<file path="config.mk">
export PLATFORM = sky130hd
export DESIGN_NAME = sim_window_argmax
export DESIGN_NICKNAME = d
export VERILOG_FILES = /design/src/rtl/sim_window_argmax_pkg.sv /design/src/rtl/sim_window_argmax_win_accum.sv /design/src/rtl/sim_window_argmax.sv
export SDC_FILE = /design/constraint.sdc
export NUM_CORES = 1
export LEC_CHECK = 0
export CAP_MARGIN = 30
export CORE_ASPECT_RATIO = 1.75
export CORE_MARGIN = 2
export CORE_UTILIZATION = 55
export CTS_CLUSTER_DIAMETER = 100
export DETAILED_ROUTE_END_ITERATION = 6
export PLACE_DENSITY = 0.77
export SYNTH_ARGS = -nofsm -noshare
export SYNTH_HDL_FRONTEND = slang
export SYNTH_HIERARCHICAL = 1
export SYNTH_SLANG_ARGS = --single-unit
</file>
<file path="constraint.sdc">
create_clock -name clk -period 2.71 [get_ports clk]
set_input_delay 0.542 -clock clk [delete_from_list [all_inputs] [get_ports clk]]
set_output_delay 0.542 -clock clk [all_outputs]
set_load 0.005 [all_outputs]
</file>
<file path="src/rtl/sim_window_argmax_pkg.sv">
// Shared types for the window-score search: FSM state encoding and the
// width derivations used by the controller and neighbouring stages.
package sim_window_argmax_pkg;

  localparam int SAMPLE_W = 8;

  typedef enum logic [1:0] {
    IDLE    = 2'd0,
    ACCUM   = 2'd1,
    COMPARE = 2'd2,
    DONE    = 2'd3
  } state_t;

  // A window of all-255 samples needs exactly this many bits, so sums never wrap.
  function automatic int sum_width(input int win_len);
    return SAMPLE_W + $clog2(win_len);
  endfunction

  function automatic int idx_width(input int num_cand);
    return (num_cand > 1) ? $clog2(num_cand) : 1;
  endfunction

endpackage

</file>
<file path="src/rtl/sim_window_argmax_win_accum.sv">
// Window accumulator: sums enabled samples; acc updates on the edge after en.
// No backpressure of its own; clr wins over en, last flags the final sample slot.
module sim_window_argmax_win_accum
  import sim_window_argmax_pkg::*;
#(
  parameter int WIN_LEN = 16,
  parameter int SUM_W   = sum_width(WIN_LEN)
) (
  input  logic                clk,
  input  logic                rst,
  input  logic                clr,
  input  logic                en,
  input  logic [SAMPLE_W-1:0] sample,
  output logic [SUM_W-1:0]    acc,
  output logic                last
);

  localparam int CNT_W = $clog2(WIN_LEN);

  logic [CNT_W-1:0] sample_cnt;

  assign last = (sample_cnt == CNT_W'(WIN_LEN - 1));

  always_ff @(posedge clk or negedge rst) begin
    if (!rst) begin
      acc        <= '0;
      sample_cnt <= '0;
    end else if (clr) begin
      acc        <= '0;
      sample_cnt <= '0;
    end else if (en) begin
      acc        <= acc + SUM_W'(sample);
      sample_cnt <= last ? '0 : sample_cnt + CNT_W'(1);
    end
  end

endmodule

</file>
<file path="src/rtl/sim_window_argmax.sv">
// Best-window search: per candidate WIN_LEN accepted samples + 1 compare cycle, done one cycle later.
// sim_ready is high only while accumulating; samples offered at other times are dropped.
module sim_window_argmax
  import sim_window_argmax_pkg::*;
#(
  parameter int WIN_LEN  = 16,
  parameter int NUM_CAND = 8,
  parameter int SUM_W    = sum_width(WIN_LEN),
  parameter int IDX_W    = idx_width(NUM_CAND)
) (
  input  logic                clk,
  input  logic                rst,
  input  logic                start,
  input  logic                sim_valid,
  input  logic [SAMPLE_W-1:0] sim_in,
  output logic                sim_ready,
  output logic                busy,
  output logic [IDX_W-1:0]    cand_idx,
  output logic                done,
  output logic [IDX_W-1:0]    best_idx,
  output logic [SUM_W-1:0]    best_score
);

  state_t             state, state_nxt;
  logic [IDX_W-1:0]   cand_cnt;
  logic [SUM_W-1:0]   acc;
  logic               acc_clr, acc_en, acc_last;
  logic               best_upd, last_cand;

  assign cand_idx  = cand_cnt;
  assign last_cand = (cand_cnt == IDX_W'(NUM_CAND - 1));

  sim_window_argmax_win_accum #(
    .WIN_LEN (WIN_LEN),
    .SUM_W   (SUM_W)
  ) u_win_accum (
    .clk    (clk),
    .rst    (rst),
    .clr    (acc_clr),
    .en     (acc_en),
    .sample (sim_in),
    .acc    (acc),
    .last   (acc_last)
  );

  always_comb begin
    state_nxt = state;
    acc_clr   = 1'b0;
    acc_en    = 1'b0;
    best_upd  = 1'b0;
    case (state)
      IDLE: begin
        if (start) begin
          acc_clr   = 1'b1;
          state_nxt = ACCUM;
        end
      end
      ACCUM: begin
        acc_en = sim_valid && sim_ready;
        if (acc_en && acc_last) state_nxt = COMPARE;
      end
      COMPARE: begin
        // Strict greater-than keeps the lowest index on ties.
        best_upd = (cand_cnt == '0) || (acc > best_score);
        if (last_cand) begin
          state_nxt = DONE;
        end else begin
          acc_clr   = 1'b1;
          state_nxt = ACCUM;
        end
      end
      DONE:    state_nxt = IDLE;
      default: state_nxt = IDLE;
    endcase
  end

  always_ff @(posedge clk or negedge rst) begin
    if (!rst) begin
      state      <= IDLE;
      cand_cnt   <= '0;
      best_idx   <= '0;
      best_score <= '0;
      busy       <= 1'b0;
      done       <= 1'b0;
      sim_ready  <= 1'b0;
    end else begin
      state     <= state_nxt;
      busy      <= (state_nxt != IDLE);
      done      <= (state_nxt == DONE);
      sim_ready <= (state_nxt == ACCUM);
      if (state == IDLE && start) begin
        cand_cnt   <= '0;
        best_idx   <= '0;
        best_score <= '0;
      end
      if (best_upd) begin
        best_score <= acc;
        best_idx   <= cand_cnt;
      end
      if (state == COMPARE && !last_cand) cand_cnt <= cand_cnt + IDX_W'(1);
    end
  end

endmodule
</file>
==> results.json <==
{
  "status": "complete, no violations",
  "fmax_mhz": 451,
  "hp-class": "primary input to async pin",
  "path_buf_inv": 1,
  "grt.overflow.total": 0,
  "grt_pass1_vias": 1907,
  "ctsResizeCount": 0,
  "pre_cts_ws_ns": 0.249,
  "synth_top_area_frac": 0.413,
  "yosys-top-cells-count": "dfrtp_1 (39), ha_1 (24), a22o_1 (18), a21oi_1 (17)",
  "clk_latency_ns": 0.30,
  "busiest_layer": "met2",
  "synth-seq-area-share": 0.413,
  "worstMarginPinSlew_ns": 0.870,
  "crit_family": "compound AO/OA/AOI/OAI gates",
  "synth-seq-cells": 39,
  "stdcell_count": 312,
  "final.min_clock_period_ns": 2.21,
  "cts.clk_slew.worst_paths_ns": 0.07,
  "grt_pass1_wl_um": 8400,
  "cp.arrival_ns": 2.40,
  "die_x_um": 53.6,
  "setup_viol": 0,
  "slew_headroom": 0.420,
  "worst-r2r-setup-slack_ns": 0.50,
  "drcViolationCount": 0,
  "maxCapViolCount": 0,
  "timing.hold.ws_ns": 0.360,
  "grt_max_degree": 40,
  "path_class": "register to register",
  "hold_viol": 0,
  "numCtsBuffers": 5,
  "async_flop_share": 1.00,
  "slew_viol_final": 0,
  "synth_top_cell_by_area": "dfrtp_1",
  "cts_setup_buffers": 0,
  "dpl.hpwl_um": 3600,
  "setup_tns_ns": 0,
  "leakagePower_uw": 0.00125,
  "antenna_found_initial": 0,
  "synth_edf_count": 0,
  "yosys.cell_count.top_type": "dfrtp_1",
  "wl_per_cell_um": 15.3,
  "place_inst": 304,
  "drive_above_1_share": 0.0913,
  "gp_routability_congestion": 0.788,
  "vias_per_cell": 5.95,
  "htree_levels": 2,
  "mappedNetlistNets": 265,
  "drtIter0Drc": 35,
  "antenna_left": 0,
  "path_max_fanout": 14,
  "critPathSlowestCell": "dfrtp_1",
  "p_per_area_nw_per_um2": 921,
  "wirelength_um": 4770,
  "cpPeakStageDelay_ns": 0.46,
  "synth_cell_type_count": 48,
  "drt_pass1_iterations": 4,
  "synth.avg_cell_area_um2": 10.4,
  "crit_required_ns": 2.89,
  "vias": 1856,
  "grt_use_total": 0.228,
  "cts.sinks": 39,
  "area_delta_synth_final_pct": 19.0,
  "synth-main-ff-cell": "dfrtp_1",
  "rows": 31,
  "cts_hold_buf": 0,
  "rsz0062_at_grt": "false",
  "crit_path_end_kind": "register",
  "cts_tree": "yes",
  "grt_use_met3": 0.0414,
  "crit_chain": "ha_1 -> nor2b_4 -> o211ai_2 -> a211oi_2 -> o41ai_4 -> a21oi_2 -> buf_4 -> a22o_1",
  "synth_area_um2": 2360,
  "die_h_um": 90.7,
  "setup_ws_ns": 0.495,
  "clock_path_buffers": 2,
  "grtUsageMet1": 0.272,
  "finClkSkew_ns": 0.00823,
  "synthTopCellsByArea": "dfrtp_1 (41%), ha_1 (13%), a22o_1 (6.7%)",
  "vdd_drop_max_v": 0.000845,
  "fin_nets": 299,
  "io_buffer_count": 32,
  "ios": 33,
  "crit_path_start_kind": "register",
  "finalCritPeriodShare": 0.817,
  "grt_use_met2": 0.390,
  "die_area_um2": 4860,
  "ys_warn_count": 6,
  "synthCells": 228,
  "initial_core_util": 0.570,
  "coreArea_um2": 4150,
  "cts_root_buf": "clkbuf_8",
  "antenna_cells": 0
}
==> registers in the layout (all words and copies together), names as in the netlist <==
signal	count
state	2
sim_ready	1
done	1
u_win_accum/acc	12
busy	1
best_idx	3
cand_idx	3
best_score	12
u_win_accum/sample_cnt	4
==> area by class of cell <==
class / count / area [um^2]
Timing Repair Buffer: 36 / 345
Clock inverter: 3 / 20.0
Tap cell: 49 / 61.3
Sequential cell: 39 / 976
Multi-Input combinational cell: 164 / 1280
Fill cell: 355 / 1340
Inverter: 16 / 60.1
Clock buffer: 5 / 68.8
==> power by group <==
group	total (uW)	internal, uW	switching [uW]
Sequential	934	741	194
Combinational	1270	611	658
Clock	388	179	210
==> cells by family (layout without fill, tap and decap cells) <==
kind of cell,Yosys count,after routing,share of synthesized area
AO/OA/AOI/OAI,68,68,0.228
multiplexers,4,4,0.0175
AND/OR/NAND/NOR,59,59,0.132
adder cells (fa/ha/maj),25,25,0.135
XOR/XNOR,8,8,0.0296
flip-flops,39,39,0.413
buffers and inverters,25,60,0.0450
==> final timing paths <==
| check | startpoint | to | cells past startpoint |
|---|---|---|---|
| worst max-delay path | u_win_accum/acc[1] | best_score[4] | 8 |
| worst min-delay path | rst | best_score[3] | 1 |
| worst max register to register | u_win_accum/acc[1] | best_score[4] | 8 |
| min in group clk | best_idx[2] | best_idx[2] | 1 |
| max in group asynchronous | rst | sim_ready | 1 |
| worst min register to register | best_idx[2] | best_idx[2] | 1 |
==> cells in the final DEF, fill, tap and decap left out, types with 4 or more instances in the layout <==
cell / netlist / layout
a21o_1: 5 / 5
a21oi_1: 17 / 17
a22o_1: 18 / 18
buf_4: 0 / 4
clkbuf_8: 0 / 5
clkdlybuf4s50_1: 0 / 31
dfrtp_1: 39 / 39
ha_1: 24 / 24
inv_1: 16 / 16
nand2_1: 10 / 10
nand2b_1: 5 / 5
nand3_1: 6 / 6
nand4_1: 8 / 8
nor2_1: 16 / 16
o21ai_0: 4 / 4
xnor2_1: 6 / 6
==> layer usage <==
| metal | wire length, um | up-vias |
|---|---|---|
| met3 | 126 | 10 |
| met1 | 1980 | 903 |
| met5 | 0 | - |
| met2 | 2550 | 35 |
| li1 | - | 908 |
| met4 | 114 | 0 |
==> through the flow <==
step	power, uW	cell area (um^2)	utilization
after detailed placement	2210	2730	0.657
after global placement	2160	2730	0.657
after global routing	2820	2810	0.678
after CTS	2610	2810	0.678
after floorplan	1850	2360	-
final	2590	2810	0.678
No activity file was read; power rests on OpenSTA's default activity.
